===== src/rtl/draw_obstacle.sv =====
// Obstacle column overlay for the video pipeline. Positions and endgame state are latched
// once per frame on the vsync rising edge, and every pixel passes through two register stages.
module draw_obstacle #(
  parameter int          OBST_W       = 40,
  parameter logic [11:0] OBST_COLOR   = 12'h0_A_0,
  parameter logic [11:0] END_COLOR    = 12'hF_0_0,
  parameter int          BLINK_FRAMES = 30
) (
  input  logic        clk,
  input  logic        rst,
  input  logic [10:0] hcount_in,
  input  logic [10:0] vcount_in,
  input  logic        hsync_in,
  input  logic        hblnk_in,
  input  logic        vsync_in,
  input  logic        vblnk_in,
  input  logic [11:0] rgb_in,
  input  logic [11:0] obstacle_xpos_1,
  input  logic [11:0] obstacle_ypos_1,
  input  logic [11:0] obstacle_ypos_2,
  input  logic        endgame,
  output logic [10:0] hcount_out,
  output logic [10:0] vcount_out,
  output logic        hsync_out,
  output logic        hblnk_out,
  output logic        vsync_out,
  output logic        vblnk_out,
  output logic [11:0] rgb_out
);

  localparam logic [7:0]  BLINK_LAST = 8'(BLINK_FRAMES - 1);
  localparam logic [12:0] OBST_W13   = 13'(OBST_W);

  typedef enum logic {
    MODE_PLAY,
    MODE_END
  } mode_t;

  mode_t       mode_q, mode_d;
  logic [7:0]  frame_cnt_q, frame_cnt_d;
  logic        blink_q, blink_d;

  logic        vsync_prev;
  logic        vsync_rise;
  logic [11:0] shadow_x, shadow_y1, shadow_y2;
  logic        shadow_valid;

  logic [12:0] h13, v13, x_lo, x_hi;
  logic        in_x, in_up, in_low, hit;
  logic [11:0] obst_color;
  logic [11:0] pix_color;

  logic [10:0] hcount_s1, vcount_s1;
  logic        hsync_s1, hblnk_s1, vsync_s1, vblnk_s1;
  logic [11:0] rgb_s1;

  assign vsync_rise = vsync_in & ~vsync_prev;

  // Frame latch: the shadow copy is what gets drawn, so the column never tears mid-frame.
  always_ff @(posedge clk) begin
    if (rst) begin
      vsync_prev   <= 1'b0;
      shadow_x     <= '0;
      shadow_y1    <= '0;
      shadow_y2    <= '0;
      shadow_valid <= 1'b0;
    end else begin
      vsync_prev <= vsync_in;
      if (vsync_rise) begin
        shadow_x     <= obstacle_xpos_1;
        shadow_y1    <= obstacle_ypos_1;
        shadow_y2    <= obstacle_ypos_2;
        shadow_valid <= 1'b1;
      end
    end
  end

  always_ff @(posedge clk) begin
    if (rst) begin
      mode_q      <= MODE_PLAY;
      frame_cnt_q <= '0;
      blink_q     <= 1'b0;
    end else begin
      mode_q      <= mode_d;
      frame_cnt_q <= frame_cnt_d;
      blink_q     <= blink_d;
    end
  end

  always_comb begin
    mode_d      = mode_q;
    frame_cnt_d = frame_cnt_q;
    blink_d     = blink_q;
    if (vsync_rise) begin
      case (mode_q)
        MODE_PLAY: begin
          if (endgame) begin
            mode_d      = MODE_END;
            frame_cnt_d = '0;
            blink_d     = 1'b1;
          end
        end
        MODE_END: begin
          if (frame_cnt_q == BLINK_LAST) begin
            frame_cnt_d = '0;
            blink_d     = ~blink_q;
          end else begin
            frame_cnt_d = frame_cnt_q + 8'd1;
          end
        end
        default: mode_d = MODE_PLAY;
      endcase
    end
  end

  // Compare at 13 bits so a column near the top of the 12-bit range cannot wrap to x=0.
  always_comb begin
    h13    = {2'b00, hcount_in};
    v13    = {2'b00, vcount_in};
    x_lo   = {1'b0, shadow_x};
    x_hi   = x_lo + OBST_W13;
    in_x   = (h13 >= x_lo) && (h13 < x_hi);
    in_up  = v13 < {1'b0, shadow_y1};
    in_low = v13 >= {1'b0, shadow_y2};
    hit    = shadow_valid && in_x && (in_up || in_low);
  end

  always_comb begin
    obst_color = OBST_COLOR;
    if (mode_q == MODE_END && blink_q)
      obst_color = END_COLOR;
    pix_color = hit ? obst_color : rgb_in;
  end

  always_ff @(posedge clk) begin
    if (rst) begin
      hcount_s1 <= '0;
      vcount_s1 <= '0;
      hsync_s1  <= 1'b0;
      hblnk_s1  <= 1'b0;
      vsync_s1  <= 1'b0;
      vblnk_s1  <= 1'b0;
      rgb_s1    <= '0;
    end else begin
      hcount_s1 <= hcount_in;
      vcount_s1 <= vcount_in;
      hsync_s1  <= hsync_in;
      hblnk_s1  <= hblnk_in;
      vsync_s1  <= vsync_in;
      vblnk_s1  <= vblnk_in;
      rgb_s1    <= pix_color;
    end
  end

  always_ff @(posedge clk) begin
    if (rst) begin
      hcount_out <= '0;
      vcount_out <= '0;
      hsync_out  <= 1'b0;
      hblnk_out  <= 1'b0;
      vsync_out  <= 1'b0;
      vblnk_out  <= 1'b0;
      rgb_out    <= '0;
    end else begin
      hcount_out <= hcount_s1;
      vcount_out <= vcount_s1;
      hsync_out  <= hsync_s1;
      hblnk_out  <= hblnk_s1;
      vsync_out  <= vsync_s1;
      vblnk_out  <= vblnk_s1;
      rgb_out    <= (hblnk_s1 || vblnk_s1) ? 12'h000 : rgb_s1;
    end
  end

endmodule


===== config.mk =====
export PLATFORM = sky130hd
export DESIGN_NAME = draw_obstacle
export DESIGN_NICKNAME = d
export VERILOG_FILES = /design/src/rtl/draw_obstacle.sv
export SDC_FILE = /design/constraint.sdc
export NUM_CORES = 1
export LEC_CHECK = 0
export ABC_AREA = 1
export BUFFER_PORTS_ARGS = -buffer_cell sky130_fd_sc_hd__buf_4
export CAP_MARGIN = 20
export CORE_UTILIZATION = 42
export DETAILED_ROUTE_END_ITERATION = 7
export HOLD_SLACK_MARGIN = 0.02
export PLACE_DENSITY = 0.69
export SKIP_LAST_GASP = 1
export SYNTH_ARGS = -nofsm -noshare
export SYNTH_HDL_FRONTEND = slang
export SYNTH_SLANG_ARGS = --single-unit
export TNS_END_PERCENT = 100

===== constraint.sdc =====
create_clock -name clk -period 5.3 [get_ports clk]
set_input_delay 0.53 -clock clk [delete_from_list [all_inputs] [get_ports clk]]
set_output_delay 0.53 -clock clk [all_outputs]
set_load 0.01 [all_outputs]

-- After elaboration in Yosys (flattened, before gate mapping)
Cells that the tools add are included.
- flip-flop bits (word level): 123
- output and inout port bits: 38
- add/subtract/negate cells: 2
- magnitude comparators: 4
- eq/ne operators: 3
- muxes and demuxes: 10
- bitwise gates (word level): 4
- reduce and logical (&&, ||, !) cells: 9
- operators by type and width (operator ; count):
    $ge A11 B12 Y1 ; 2
    $mux W12 ; 2
    $mux W8 ; 2
    $pmux W8 S2 ; 1
    $add A12 B6 Y13 const B ; 1
    $lt A11 B13 Y1 ; 1
    $lt A11 B12 Y1 ; 1
    $add A8 B1 Y8 const B ; 1
    $eq A8 B5 Y1 const B ; 1
    $logic_and A1 B1 Y1 ; 4
    $mux W1 ; 4
    $not A1 Y1 ; 3
    $reduce_and A3 Y1 ; 1
    $logic_or A1 B1 Y1 ; 2
    $ne A2 B1 Y1 const B ; 1
    $ne A2 B2 Y1 const B ; 1
    $pmux W1 S2 ; 1
    $reduce_and A2 Y1 ; 1
    $reduce_or A2 Y1 ; 1
    $and A1 B1 Y1 ; 1

-- Longest topological paths before layout
Gate-level depths: netlist of run 1.
- depth after elaboration: 6
- mapped depth: 15
- gate-level depth less buffers: 15

-- Worst setup path before layout of run 1
Ideal clock, no wire load.
- path kind: register to register
- start point: reg shadow_x[5]
- end point: reg rgb_s1[5]
- library setup time: 0.116 ns
- arrival: 1.819 ns
- setup slack: 3.364 ns
- stages on the path, launching flop included: 14
- path buffers: 0
- clock period less this slack: 1.936 ns
- cell sequence: dfxtp_1 inv_2 nand2_1 nand2_1 nor3_1 xor2_1 ha_1 a21o_1 nand2_1 nand2_1 nor2_4 nand3_4 nor2_1 nor2_1
- word-level cells in the longest chain between the ends: 6
- elaborated cells between the ends (all ways): 7
- those cells by class: add/sub: 1; order compare: 2; mux: 1; reduce/logical: 3
- ends and longest elaborated chain (what ; RTL line ; text):
    from (decl) ; 45 ; logic [11:0] shadow_x, shadow_y1, shadow_y2;
    from (signal assigned) ; 70 ; shadow_x <= obstacle_xpos_1;
    $add A12 B6 Y13 ; 121 ; x_hi = x_lo + OBST_W13;
    $lt A11 B13 Y1 ; 122 ; in_x = (h13 >= x_lo) && (h13 < x_hi);
    $logic_and A1 B1 Y1 (*) ; 122 ;
    $logic_and A1 B1 Y1 (*) (2 in a row) ; 125 ; hit = shadow_valid && in_x && (in_up || in_low);
    $mux W12 (*) ; 132 ; pix_color = hit ? obst_color : rgb_in;
    to (signal assigned) ; 151 ; rgb_s1 <= pix_color;
    to (decl) ; 55 ; logic [11:0] rgb_s1;
Mark *: on every way between the ends. The rest lies on a longest branch, timed or not.
A chain may end at the register's enable or synchronous reset.

-- Worst setup path after layout of run 1
- start point: reg shadow_x[3]
- end point: reg rgb_s1[7]
The elaborated chain is that of the path after synthesis.

==> results of run 1 <==
-- cells in the mapped netlist, drive strengths merged (2+ instances only) --
cell    instances  area (µm²)
a211oi          2        15.0
clkbuf         17        63.8
ha             43         538
inv           143         537
o21ai          43         219
nand3          12        72.6
nor3b           3        22.5
nand2          83         319
nand4           6        37.5
nor2          109         437
xor2            5        43.8
dfxtp         123        2460
a21oi          53         265
nor3            4        20.0
-- per-stage QoR --
step | hold WS (ns) | util (%) | setup WS (ns)
after global routing | 0.329 | 57.6 | 2.91
after global placement | 0.390 | 52.2 | 2.73
after floorplan | 0.388 | - | 3.36
after detailed placement | 0.395 | 52.2 | 2.60
after CTS | 0.312 | 57.4 | 3.00
final | 0.327 | 57.6 | 3.10
-- logic make-up (layout without fill, tap and decap cells) --
logic type	count (synthesis)	after routing
adder cells (fa/ha/maj)	43	43
flip-flops	123	123
XOR/XNOR	5	5
buffers and inverters	162	291
AO/OA/AOI/OAI	103	103
AND/OR/NAND/NOR	220	220
-- state kept, by name, summed over array words and instances, names as in the netlist --
signal        flops
shadow_x         12
hblnk_s1          1
shadow_y2        12
blink_q           1
rgb_s1           12
frame_cnt_q       8
vsync_s1          1
hsync_s1          1
vblnk_out         1
hsync_out         1
vblnk_s1          1
hblnk_out         1
vsync_out         1
shadow_valid      1
hcount_out       11
mode_q            1
shadow_y1        12
hcount_s1        11
vcount_out       11
vcount_s1        11
rgb_out          12
-- cell type report --
class                   instances  share of cell area, %
repair buffers                116                   13.3
clock inverters                14                   2.57
multi-input cells             371                   30.5
flip-flops and latches        123                   36.7
well taps                     143                   2.66
clock buffers                  17                   6.33
inverters                     144                   8.05
-- how the worst max path moves through the flow --
stage	from	to	slack [ns]	cells past startpoint
final	shadow_x[3]	rgb_s1[7]	3.10	13
after global routing	shadow_x[3]	rgb_s1[5]	2.91	13
after CTS	rst	rgb_out[6]	3.00	4
after detailed placement	rst	rgb_out[3]	2.60	4
after global placement	rst	rgb_out[0]	2.73	4
after floorplan	shadow_x[5]	rgb_s1[5]	3.36	13
-- worst min-delay path, stage by stage --
cell and delay [ns]:
buf_4 0.08, inv_1 0.03, nor2_1 0.06
-- per-layer routing --
metal / vias to the layer above / global-route usage (%)
li1: 2247 / -
met1: 1904 / 23.5
met2: 131 / 32.5
met3: 11 / 5.29
met4: 0 / 7.02
met5: - / 0
-- report_power, final --
group | internal, W | switching, W
Clock | 0.000738 | 0.000427
Sequential | 0.000977 | 0.0000175
Combinational | 0.000127 | 0.000160
Total | 0.00184 | 0.000604
-- cells in the final DEF (no fill, tap or decap), types with 6 or more instances in the layout --
master     synthesis  layout
nand3_1           11      11
a21oi_1           53      53
nand2_1           80      80
clkbuf_16          0      17
dfxtp_1          123     123
ha_1              43      43
o21ai_0           40      40
buf_4              0     115
nor2_1           104     104
inv_1            141     141
nand4_1            6       6
==> flow_metrics.env, run 1 <==
export IMPL_rr_startpoint="shadow_x[3]"
export IMPL_yosysUniqueCellTypes=31
export IMPL_dr_total_vias=4293
export IMPL_cts_buffer_depth=2
export IMPL_worst_path_most_repeated_cell="nand2_1"
export IMPL_ctsHoldBuffers=0
export IMPL_wl_met3_um=595
export IMPL_avgSynthCellArea_um2=7.80
export IMPL_rsz0062_at_grt="no"
export IMPL_critPathMaxStageDelay_ns=0.40
export IMPL_power_w=0.00245
export IMPL_worst_slew_pin_slew_ns=0.555
export IMPL_drt_met1_wl_mm=5.16
export IMPL_critPathSlowestCell="dfxtp_1"
export IMPL_power_density_nw_per_um2=364
export IMPL_drtIter0Drc=157
export IMPL_boundaryPins=115
export IMPL_synthArstFlopShare_pct=0
export IMPL_wl_per_cell_um=12.0
export IMPL_synth_compound_area_share_pct=10.5
export IMPL_synth_edf_count=0
export IMPL_outcome="completed"
export IMPL_fp_dieArea_um2=12600
export IMPL_topRoutingLayerUsed="met4"
export IMPL_fp_row_count=39
export IMPL_crit_reg2reg_capture="rgb_s1[7]"
export IMPL_crit_buf_inv=0
export IMPL_antenna_found_initial=0
export IMPL_layout_drive_gt1_share_pct=20.4
export IMPL_whs_endpoint="hsync_s1"
export IMPL_dr_wl_met2_mm=5.31
export IMPL_cts_buffers=17
export IMPL_htree_levels=4
export IMPL_path_clk_slew_ns=0.06
export IMPL_finalInstanceArea_um2=6720
export IMPL_synthAdderAreaFrac_pct=10.5
export IMPL_die_x_um=112
export IMPL_maxClockFrequency_ghz=0.455
export IMPL_setup_tns_ns=0
export IMPL_grt_pass1_vias=4293
export IMPL_ys_seq_area_share_pct=48.1
export IMPL_synth_nets=776
export IMPL_crit_family="simple AND/OR/NAND/NOR gates"
export IMPL_grt_overflow=0
export IMPL_synthMuxAreaShare_pct=0
export IMPL_arrival_ns=2.49
export IMPL_rrSetupSlack_ns=3.10
export IMPL_diodes=0
export IMPL_syn_area_um2=5120
export IMPL_maxSlewViolCount=0
export IMPL_synth_warnings=0
export IMPL_vias_per_cell=4.63
export IMPL_drv_cap=0
export IMPL_startpoint_type="flop"
export IMPL_syn_inst=656
export IMPL_final_cells=928
export IMPL_grt_max_degree=63
export IMPL_synth_seq_cells=123
export IMPL_clk_latency_ns=0.41
export IMPL_critPathRequiredTime_ns=5.59
export IMPL_die_h_um=112
export IMPL_cts_sinks=123
export IMPL_multi_input_area_um2=2050
export IMPL_gp_congestion=0.858
export IMPL_cts_setup_buffers=0
export IMPL_post_route_period_util_pct=41.5
export IMPL_finClkSkew_ns=0.00821
export IMPL_fill_cells=1064
export IMPL_slew_headroom_pct=63.0
export IMPL_placed_cells=896
export IMPL_peakVddDrop_mv=0.207
export IMPL_p_leak_nw=3.33
export IMPL_ctsRootBufferMaster="clkbuf_16"
export IMPL_fin_nets=893
export IMPL_worst_path_max_fanout=8
export IMPL_setup_violations=0
export IMPL_grt_pass1_wl_mm=19.1
export IMPL_wl_mm=11.2
export IMPL_layout_min_cycle_time_ns=2.20
export IMPL_area_growth_pct=31.3
export IMPL_core_um2=11700
export IMPL_min_from="hsync_in"
export IMPL_ant_nets=0
export IMPL_route_detailed_drc=0
export IMPL_hold_class="input pin to flop"
export IMPL_synthFlopType="dfxtp_1"
export IMPL_track_usage_pct=19.3
export IMPL_ctsResizeCount=0
export IMPL_crit_path_cell_trace="nand2_1, nand2_1, nand2_1, nor3_1, xor2_1, ha_1, a21o_1, nand2_1, nand2_1, nor2_4, nand3_4, nor2_1, nor2_1"
export IMPL_cts_tree="built"
export IMPL_start_util_pct=43.9
export IMPL_port_buffers=114
export IMPL_hold_depth=3
export IMPL_hold_viol=0
export IMPL_drt_pass1_iter_count=4
export IMPL_synth_top_family_by_area="simple AND/OR/NAND/NOR gates"
export IMPL_yosys_area_share_simple_pct=18.1
export IMPL_synth_xor_area_share_pct=0.856
export IMPL_ff_latch_area_um2=2460
export IMPL_ff2ff_path_depth=13
export IMPL_path_class="flop to flop"
export IMPL_hpwl_mm=8.09
export IMPL_crit_path_end_kind="flop"
export IMPL_post_dp_cell_area_um2=6090
Power figures use the tool's default switching activity.
==> inputs of run 2 (changes only) <==
- clock period: 5.3 -> 2.3 ns (I/O delays scaled with it)
==> flow_metrics.env, run 2 (synthesized netlist as in run 1, its figures left out) <==
export IMPL_outcome="completed"
export IMPL_setup_tns_ns=0
export IMPL_cts_buffer_depth=2
export IMPL_p_leak_nw=3.37
export IMPL_wl_mm=10.6
export IMPL_power_density_nw_per_um2=846
export IMPL_path_clk_slew_ns=0.06
export IMPL_hpwl_mm=8.16
export IMPL_layout_min_cycle_time_ns=2.07
export IMPL_fill_cells=1052
export IMPL_arrival_ns=2.38
export IMPL_peakVddDrop_mv=0.468
export IMPL_placed_cells=899
export IMPL_crit_path_cell_trace="nand2_1, nand2_1, nand2_2, nor3_4, xor2_1, ha_1, a21o_1, nand2_1, nand2_1, nor2_4, nand3_4, nor2_2, nor2_1"
export IMPL_maxSlewViolCount=0
export IMPL_area_growth_pct=32.8
export IMPL_diodes=0
export IMPL_die_h_um=112
export IMPL_htree_levels=4
export IMPL_dr_total_vias=4228
export IMPL_hold_viol=0
export IMPL_drtIter0Drc=151
export IMPL_ant_nets=0
export IMPL_fin_nets=897
export IMPL_boundaryPins=115
export IMPL_core_um2=11700
export IMPL_cts_setup_buffers=0
export IMPL_grt_max_degree=65
export IMPL_worst_slew_pin_slew_ns=0.556
export IMPL_finClkSkew_ns=0.00623
export IMPL_clk_latency_ns=0.41
export IMPL_track_usage_pct=18.5
export IMPL_critPathSlowestCell="dfxtp_2"
export IMPL_path_class="flop to flop"
export IMPL_worst_path_max_fanout=8
export IMPL_worst_path_most_repeated_cell="nand2_1"
export IMPL_vias_per_cell=4.53
export IMPL_rsz0062_at_grt="no"
export IMPL_setup_violations=0
export IMPL_grt_pass1_vias=4156
export IMPL_slew_headroom_pct=63.0
export IMPL_grt_overflow=0
export IMPL_cts_buffers=17
export IMPL_layout_common_cells="141 x inv_1, 120 x dfxtp_1, 117 x buf_4"
export IMPL_gp_congestion=0.851
export IMPL_hold_class="input pin to flop"
export IMPL_final_cells=933
export IMPL_cts_tree="built"
export IMPL_post_route_period_util_pct=90.1
export IMPL_cts_sinks=123
export IMPL_rrSetupSlack_ns=0.23
export IMPL_fp_dieArea_um2=12600
export IMPL_grt_pass1_wl_mm=18.2
export IMPL_antenna_found_initial=0
export IMPL_wl_per_cell_um=11.4
export IMPL_route_detailed_drc=0
export IMPL_drt_pass1_iter_count=4
export IMPL_critPathMaxStageDelay_ns=0.36
export IMPL_final_common_cell="inv_1"
export IMPL_ctsRootBufferMaster="clkbuf_16"
export IMPL_die_x_um=112
export IMPL_power_w=0.00575
export IMPL_startpoint_type="flop"
export IMPL_start_util_pct=43.9
export IMPL_layout_drive_gt1_share_pct=21.0
export IMPL_crit_path_end_kind="flop"
export IMPL_port_buffers=114
export IMPL_fp_row_count=39
export IMPL_critPathRequiredTime_ns=2.61
export IMPL_maxClockFrequency_ghz=0.482
export IMPL_drv_cap=0
## run 2: metrics by stage
step	hold slack (ns)	setup slack (ns)	cell area, µm²	utilization [%]
final	0.0373	0.227	6790	58.3
after floorplan	0.337	0.364	5120	-
after detailed placement	0.392	0.114	6130	52.5
after CTS	0.0268	0.101	6770	58.1
after global routing	0.0352	0.0123	6790	58.3
after global placement	0.392	0.243	6130	52.5
## run 2: final cells by class
| cell class | instances | area [µm²] | share of cell area, % |
|---|---|---|---|
| clock buffer | 22 | 464 | 6.83 |
| timing repair buffer | 120 | 918 | 13.5 |
| inverter | 144 | 541 | 7.96 |
| multi-input combinational | 371 | 2060 | 30.3 |
| sequential | 123 | 2470 | 36.3 |
| tap | 143 | 179 | 2.63 |
| clock inverter | 10 | 164 | 2.41 |
## run 2: worst max-delay path, delay by kind of cell, from the launching register on
kind	cells	cell delay (ns)
compound gates	1	0.16
xor+xnor	1	0.18
simple gates	10	1.01
fa+ha+maj	1	0.27
flops	1	0.36
## run 2: routing by layer
metal	wire length, µm	share of wire, %	global-route usage [%]	vias to the layer above
met2	4810	45	30.7	124
met1	4950	47	22.1	1827
met5	0	0	0	-
met3	632	6.0	5.51	26
met4	231	2.2	8.62	0
li1	-	-	-	2251
## run 2: report_power, final
| part | switching (W) | total, W | internal (W) |
|---|---|---|---|
| logic | 0.000365 | 0.000663 | 0.000298 |
| clock network | 0.000925 | 0.00279 | 0.00187 |
| registers | 0.0000393 | 0.00229 | 0.00225 |
| total | 0.00133 | 0.00575 | 0.00442 |
## run 2: what timing repair did
item	CTS	global route
setup endpoints to repair	0	12
gates resized for setup	0	7
hold buffers	2	0
hold endpoints to repair	2	0
## run 2: final timing paths
check               startpoint             to  cells after the start
setup / recovery   shadow_x[3]      rgb_s1[7]                     13
hold / removal       rgb_in[6]      rgb_s1[6]                      3
setup reg to reg   shadow_x[3]      rgb_s1[7]                     13
hold reg to reg   vcount_s1[7]  vcount_out[7]                      2
